## src/rtl/ifetch_pkg.sv

```systemverilog
`default_nettype none
// ============================================================================
// Module      : ifetch_pkg
// Description : Shared types and constants for the instruction-fetch stage:
//               FSM state encoding, instruction width and the major opcode
//               values decoded from instr[15:12].
// Revision    : 1.0 - initial release
// ============================================================================
package ifetch_pkg;

  localparam int INSTR_W = 16;

  localparam logic [3:0] OP_JUMP   = 4'b0000;
  localparam logic [3:0] OP_RTYPE  = 4'b0001;
  localparam logic [3:0] OP_LW     = 4'b0010;
  localparam logic [3:0] OP_SW     = 4'b0011;
  localparam logic [3:0] OP_BRANCH = 4'b0100;

  // S_REQ  : a fetch request is outstanding to instruction memory
  // S_FULL : one instruction is held for the decode stage
  typedef enum logic [0:0] {
    S_REQ  = 1'b0,
    S_FULL = 1'b1
  } ifetch_state_e;

endpackage : ifetch_pkg
`default_nettype wire

```

## src/rtl/ifetch_predecode.sv

```systemverilog
`default_nettype none
// ============================================================================
// Module      : ifetch_predecode
// Description : Combinational jump pre-decode. Flags a returned word whose
//               opcode is OP_JUMP and forms the jump target by replacing the
//               low 12 bits of the current PC with the instruction's
//               immediate field. Only instantiated when
//               IFETCH_JUMP_PREDECODE_EN is defined.
// Ports       : pc_i      - address the word was fetched from
//               rdata_i   - returned instruction word
//               is_jump_o - word is a jump
//               target_o  - {pc_i[PC_W-1:12], rdata_i[11:0]}
// Revision    : 1.0 - initial release
// ============================================================================
module ifetch_predecode
  import ifetch_pkg::*;
#(
  parameter int PC_W = 16
) (
  input  logic [PC_W-1:0]    pc_i,
  input  logic [INSTR_W-1:0] rdata_i,
  output logic               is_jump_o,
  output logic [PC_W-1:0]    target_o
);

  assign is_jump_o = (rdata_i[15:12] == OP_JUMP);

  // Page-relative jump: upper PC bits are kept, low 12 bits come from the word.
  always_comb begin
    target_o       = pc_i;
    target_o[11:0] = rdata_i[11:0];
  end

endmodule : ifetch_predecode
`default_nettype wire

```

## src/rtl/instr_fetch.sv

```systemverilog
`default_nettype none
// ============================================================================
// Module      : instr_fetch
// Description : Instruction-fetch stage. Holds the PC, issues one outstanding
//               request at a time to instruction memory and registers the
//               returned word for decode. Downstream redirects take top
//               priority; a redirect that arrives while a request is still
//               in flight marks the response stale so it is discarded.
//               Optional macro IFETCH_JUMP_PREDECODE_EN enables local jump
//               pre-decode and the instr_jumped output.
// Ports       : clock/reset_n           - clock, async active-low reset
//               imem_req/addr/ack/rdata - instruction memory handshake
//               instr_valid/ready       - handshake to decode
//               instr/opcode/instr_pc   - held instruction, opcode, address
//               redirect/redirect_target- downstream PC redirect
//               instr_jumped            - (macro only) held instr was a
//                                         locally resolved jump
// Revision    : 1.0 - initial release
// ============================================================================
module instr_fetch
  import ifetch_pkg::*;
#(
  parameter int              PC_W     = 16,
  parameter logic [PC_W-1:0] RESET_PC = '0
) (
  input  logic               clock,
  input  logic               reset_n,
  output logic               imem_req,
  output logic [PC_W-1:0]    imem_addr,
  input  logic               imem_ack,
  input  logic [INSTR_W-1:0] imem_rdata,
  output logic               instr_valid,
  input  logic               instr_ready,
  output logic [INSTR_W-1:0] instr,
  output logic [3:0]         opcode,
  output logic [PC_W-1:0]    instr_pc,
  input  logic               redirect,
  input  logic [PC_W-1:0]    redirect_target
`ifdef IFETCH_JUMP_PREDECODE_EN
  ,
  output logic               instr_jumped
`endif
);

  ifetch_state_e      state_q, state_d;
  logic [PC_W-1:0]    pc_q, pc_d;
  logic [PC_W-1:0]    addr_q, addr_d;      // address of a request made stale
  logic               stale_q, stale_d;
  logic               valid_q, valid_d;
  logic [INSTR_W-1:0] instr_q, instr_d;
  logic [PC_W-1:0]    instr_pc_q, instr_pc_d;
  logic [PC_W-1:0]    w_seq_pc;
  logic [PC_W-1:0]    w_fetch_next_pc;

  assign w_seq_pc = pc_q + PC_W'(1);

`ifdef IFETCH_JUMP_PREDECODE_EN
  logic            jumped_q, jumped_d;
  logic            w_is_jump;
  logic [PC_W-1:0] w_jump_target;

  ifetch_predecode #(
    .PC_W (PC_W)
  ) u_predecode (
    .pc_i      (pc_q),
    .rdata_i   (imem_rdata),
    .is_jump_o (w_is_jump),
    .target_o  (w_jump_target)
  );

  assign w_fetch_next_pc = w_is_jump ? w_jump_target : w_seq_pc;
  assign instr_jumped    = jumped_q;
`else
  assign w_fetch_next_pc = w_seq_pc;
`endif

  // Request is forced low while reset is held so an abandoned request is
  // withdrawn immediately.
  assign imem_req    = (state_q == S_REQ) && reset_n;
  // While stale, the in-flight address must stay on the bus even though the
  // PC has already moved to the redirect target.
  assign imem_addr   = stale_q ? addr_q : pc_q;
  assign instr_valid = valid_q;
  assign instr       = instr_q;
  assign opcode      = instr_q[15:12];
  assign instr_pc    = instr_pc_q;

  always_comb begin
    state_d    = state_q;
    pc_d       = pc_q;
    addr_d     = addr_q;
    stale_d    = stale_q;
    valid_d    = valid_q;
    instr_d    = instr_q;
    instr_pc_d = instr_pc_q;
`ifdef IFETCH_JUMP_PREDECODE_EN
    jumped_d   = jumped_q;
`endif
    case (state_q)
      S_REQ: begin
        if (redirect) begin
          pc_d = redirect_target;
          if (imem_ack) begin
            // Response ends the outstanding request; data is dropped.
            stale_d = 1'b0;
          end else if (!stale_q) begin
            stale_d = 1'b1;
            addr_d  = pc_q;
          end
        end else if (imem_ack) begin
          if (stale_q) begin
            stale_d = 1'b0;
          end else begin
            instr_d    = imem_rdata;
            instr_pc_d = pc_q;
            valid_d    = 1'b1;
            pc_d       = w_fetch_next_pc;
            state_d    = S_FULL;
`ifdef IFETCH_JUMP_PREDECODE_EN
            jumped_d   = w_is_jump;
`endif
          end
        end
      end
      S_FULL: begin
        if (redirect) begin
          valid_d = 1'b0;
          pc_d    = redirect_target;
          state_d = S_REQ;
`ifdef IFETCH_JUMP_PREDECODE_EN
          jumped_d = 1'b0;
`endif
        end else if (instr_ready) begin
          valid_d = 1'b0;
          state_d = S_REQ;
`ifdef IFETCH_JUMP_PREDECODE_EN
          jumped_d = 1'b0;
`endif
        end
      end
      default: begin
        state_d = S_REQ;
      end
    endcase
  end

  always_ff @(posedge clock or negedge reset_n) begin
    if (!reset_n) begin
      state_q    <= S_REQ;
      pc_q       <= RESET_PC;
      addr_q     <= RESET_PC;
      stale_q    <= 1'b0;
      valid_q    <= 1'b0;
      instr_q    <= '0;
      instr_pc_q <= '0;
`ifdef IFETCH_JUMP_PREDECODE_EN
      jumped_q   <= 1'b0;
`endif
    end else begin
      state_q    <= state_d;
      pc_q       <= pc_d;
      addr_q     <= addr_d;
      stale_q    <= stale_d;
      valid_q    <= valid_d;
      instr_q    <= instr_d;
      instr_pc_q <= instr_pc_d;
`ifdef IFETCH_JUMP_PREDECODE_EN
      jumped_q   <= jumped_d;
`endif
    end
  end

endmodule : instr_fetch
`default_nettype wire

```

## config.mk

```make
export PLATFORM = sky130hd
export DESIGN_NAME = instr_fetch
export DESIGN_NICKNAME = d
export VERILOG_FILES = /design/src/rtl/ifetch_pkg.sv /design/src/rtl/ifetch_predecode.sv /design/src/rtl/instr_fetch.sv
export SDC_FILE = /design/constraint.sdc
export NUM_CORES = 1
export LEC_CHECK = 0
export ABC_CLOCK_PERIOD_IN_PS = 4700
export CAP_MARGIN = 40
export CORE_UTILIZATION = 35
export CTS_BUF_LIST = sky130_fd_sc_hd__clkbuf_8
export DETAILED_ROUTE_END_ITERATION = 16
export SKIP_CTS_REPAIR_TIMING = 1
export SYNTH_ARGS = -nofsm -noshare
export SYNTH_HDL_FRONTEND = slang
export SYNTH_SLANG_ARGS = --single-unit
```

## constraint.sdc

```tcl
create_clock -name clock -period 4.7 [get_ports clock]
set_input_delay 0.47 -clock clock [delete_from_list [all_inputs] [get_ports clock]]
set_output_delay 0.47 -clock clock [all_outputs]
set_load 0.05 [all_outputs]
```

# [Word-level counts from Yosys, hierarchy flattened]
# Index checks and enable logic that the tools add are counted.
[word_totals] word_cells=47 register_bits=67 in_bits=37
[classes] bitwise=4 addsub=1 reduce_logical=7 n_mux=21 n_eq_ne=7
[ops] operator="$mux W16" count=5
[ops] operator="$pmux W16 S2" count=1
[ops] operator="$add A16 B1 Y16 const B" count=1
[ops] operator="$mux W1" count=13
[ops] operator="$ne A3 B3 Y1 const B" count=3
[ops] operator="$ne A2 B2 Y1 const B" count=4
[ops] operator="$reduce_and A4 Y1" count=2
[ops] operator="$reduce_and A3 Y1" count=2
[ops] operator="$not A1 Y1" count=4
[ops] operator="$pmux W1 S2" count=2
[ops] operator="$reduce_and A2 Y1" count=1
[ops] operator="$reduce_bool A2 Y1" count=1
[ops] operator="$logic_and A1 B1 Y1" count=1

# [Longest topological paths before layout]
[depth] ltp_word=5 ltp_mapped=6 mapped_depth_nobuf=5

# [Least setup slack after synthesis]
# OpenSTA, ideal clock, no wires.
[synth_path] kind="reg2out" from="register stale_q" to="output imem_addr[9]" slack_ns=2.393 arrival_time_ns=1.837 n_path_buf=2 stages_incl_launch_ff=4 cell_sequence="dfrtp_1 buf_6 buf_2 o21ai_0"
[synth_via] elab_chain_cells=1
[synth_lines] item="from (decl)" line="instr_fetch.sv:48" source="logic stale_q, stale_d;"
[synth_lines] item="from (signal assigned)" line="instr_fetch.sv:163" source="stale_q <= stale_d;"
[synth_lines] item="$mux W16"
[synth_lines] item="to (decl)" line="instr_fetch.sv:29" source="output logic [PC_W-1:0] imem_addr,"
# Every way passes these cells.

# [Worst setup path after layout]
[layout_path] from="register stale_q" to="output imem_addr[11]"
# Same word-level chain as after synthesis.

==> results.md <==
- Nature of the critical path endpoint: primary output
- Clk buf depth: 2
- Sw power: 1063 uW
- FP Rows: 34
- Clock-pin slew on the worst setup and hold paths: 0.07 ns
- Combinational Power Share: 0.488
- Clock power frac: 0.155
- Starting Density: 0.3651
- Later-pin clock latency in the skew report: 0.34 ns
- Dpl hpwl: 5149 microns
- Fillers: 835
- FMAX: 372.9 MHz
- Worst Path Class, Setup: flop to primary output
- Die height: 98.08 microns
- Nets: 387
- Layout cells sized above 1: 0.2557
- Commonest non-fill, non-tap cells in the layout: clkdlybuf4s50_1, dfrtp_1, mux2_2, a21oi_1, nand2_1
- Final Hold Fails: 0
- Finished Layout Cells: 460
- Mapped cell area: 3231 sq um
- Ys flop type: dfrtp_1
- Final worst clock skew: 0.005740 ns
- Number of global-route vias before repair: 2239
- HP Class: input pin to async pin
- RSZ-0062 raised after global routing: no
- Core Area: 8848 sq um
- Post-synth EDFFs: 0
- Setup TNS: 0 ns
- Setup violators final: 0
- Dpl cells: 446
- Buffers on Ports: 90
- Slew @ Worst Pin: 0.8270 ns
- Finished Core Util: 0.4877
- Total chip power: 2464 uW
- Clock sink count: 67
- Post-route ant nets: 0
- Num CTS Buffers: 9
- Via count: 2342
- Cell Int Power: 1400 uW
- First-pass DRT Iterations: 10
- Total of max-cap violations: 0
- Slew HR: 0.4469
- Worst EP arrival: 2.21 ns
- Full die area: 9619 sq um
- Routed len/inst: 15.75 microns
- Synth Instances: 264
- Cell Pwr Density: 570.9 nW/um^2
- Global-route wire length before repair: 11620 microns
- Reg2reg setup slack: 2.49 ns
- Initial antenna violation count: 0
- H-tree levels: 3
- GPL Wtd Cong: 0.8267
- Slew Limit Fails: 0
- CTS tree: done
- Async set or reset register ratio after synthesis: 1.000
- Tmin final: 2.681 ns
- Largest net degree at the start of global routing: 41
- Die width: 98.08 microns
- I/O Pins: 91
- Commonest non-fill, non-tap cell in the layout: clkdlybuf4s50_1
- Initial DRC Count: 111
- GRT overflow: 0
- DRC viols: 8
- Crit start category: flop
- Violated checks: DRC
- Final clock period utilization by the worst path: 0.5705
- Avg Cell Area, Syn: 12.24 sq um
- Syn-to-layout area delta: 33.58%
- Synth Register Bits: 67
- DR vias/cell: 5.091
- Max FO, Critical Path: 13
- Status: finished with violations
- CTS root buffer: clkbuf_8
- Yosys Warn Count: 0
- Synth Net Count: 302
- Yosys cell types: 50
- Sequential power share: 0.356
- Global Route Usage Sum: 0.1585
- Peak VDD IR: 0.2685 mV
- WL final: 7246 microns
- Switching share of power: 0.4316
- N_diodes: 0
- Data required, critical path: 4.23 ns
- Sequential-to-total area share from yosys stat: 0.5190
- Leak: 0.001718 uW
==> synth_stat cells (2+ instances only) <==
master	count	area share
dfrtp_1	67	0.52
mux2_2	62	0.22
a21oi_1	16	0.025
nand2_1	14	0.016
nor2_1	11	0.013
o21ai_0	9	0.014
buf_4	8	0.019
nand3_1	8	0.012
a31oi_1	5	0.0097
buf_6	5	0.017
nand4_1	5	0.0097
clkbuf_1	4	0.0046
inv_1	4	0.0046
and3_1	3	0.0058
o22a_1	3	0.0081
buf_2	2	0.0031
nor3_2	2	0.0062
o22ai_1	2	0.0039
or3_1	2	0.0039
xnor2_1	2	0.0054
==> worst paths after layout <==
path | startpoint | end | depth (start not counted)
min | reset_n | instr_pc[7] | 2
min in group clock | addr_q[9] | addr_q[9] | 1
max | stale_q | imem_addr[11] | 3
min reg2reg | addr_q[9] | addr_q[9] | 1
max reg2reg | stale_q | instr[15] | 4
max in group asynchronous | reset_n | instr[8] | 3
==> layer usage <==
| layer | track usage | share of wire | vias to the layer above |
|---|---|---|---|
| met5 | 0 | 0 | - |
| met2 | 0.2535 | 0.49 | 63 |
| met1 | 0.2044 | 0.45 | 1146 |
| met4 | 0.06760 | 0.017 | 0 |
| li1 | - | - | 1121 |
| met3 | 0.03937 | 0.048 | 12 |
==> worst max-delay path, cell delays in order (launching register included) <==
cell and delay, ns:
dfrtp_1 0.58, buf_8 0.22, mux2_2 0.37, clkdlybuf4s50_1 0.71
==> stage by stage <==
| step | cell area, sq um | hold slack, ns | setup slack, ns |
|---|---|---|---|
| floorplan | 3231 | 0.1744 | 2.393 |
| global route | 4315 | 0.1887 | 1.936 |
| global placement | 4133 | 0.4687 | 1.762 |
| CTS | 4315 | 0.1774 | 1.984 |
| finish | 4315 | 0.1691 | 2.019 |
| detailed placement | 4168 | 0.4812 | 1.740 |
==> cell families after synthesis <==
| kind of cell | Yosys count | share of synthesized area |
|---|---|---|
| AOI/OAI and AO/OA | 46 | 0.08831 |
| xor gates and xnor gates | 2 | 0.005423 |
| adders and majority gates | 1 | 0.003872 |
| buffers and inverters | 24 | 0.04996 |
| DFF | 67 | 0.5190 |
| muxes | 63 | 0.2196 |
| and+or+nand+nor | 61 | 0.1139 |
==> sequential cells by signal, indices dropped and copies added, names as in the netlist <==
register and count:
state_q 1, instr_valid 1, instr 16, addr_q 16, pc_q 16, stale_q 1, instr_pc 16
==> final cells by class <==
type                            instances  area (sq um)  share of cell area
Sequential cell                        67          1677              0.3885
Multi-Input combinational cell        173          1393              0.3227
Timing Repair Buffer                   94         948.4              0.2198
Tap cell                              108         135.1             0.03131
Clock buffer                            9         123.9             0.02870
Clock inverter                          5         23.77            0.005509
Inverter                                4         15.01            0.003479
==> power by group through the flow <==
stage | Clock (uW) | Sequential (uW) | Combinational, uW
2_1_floorplan | 0 | 1180 | 532
3_3_place_gp | 0 | 886 | 1190
3_5_place_dp | 0 | 890 | 1210
4_1_cts | 402 | 880 | 1210
5_1_grt | 422 | 905 | 1260
6_report | 383 | 878 | 1200
(Power assumes the default switching activity.)
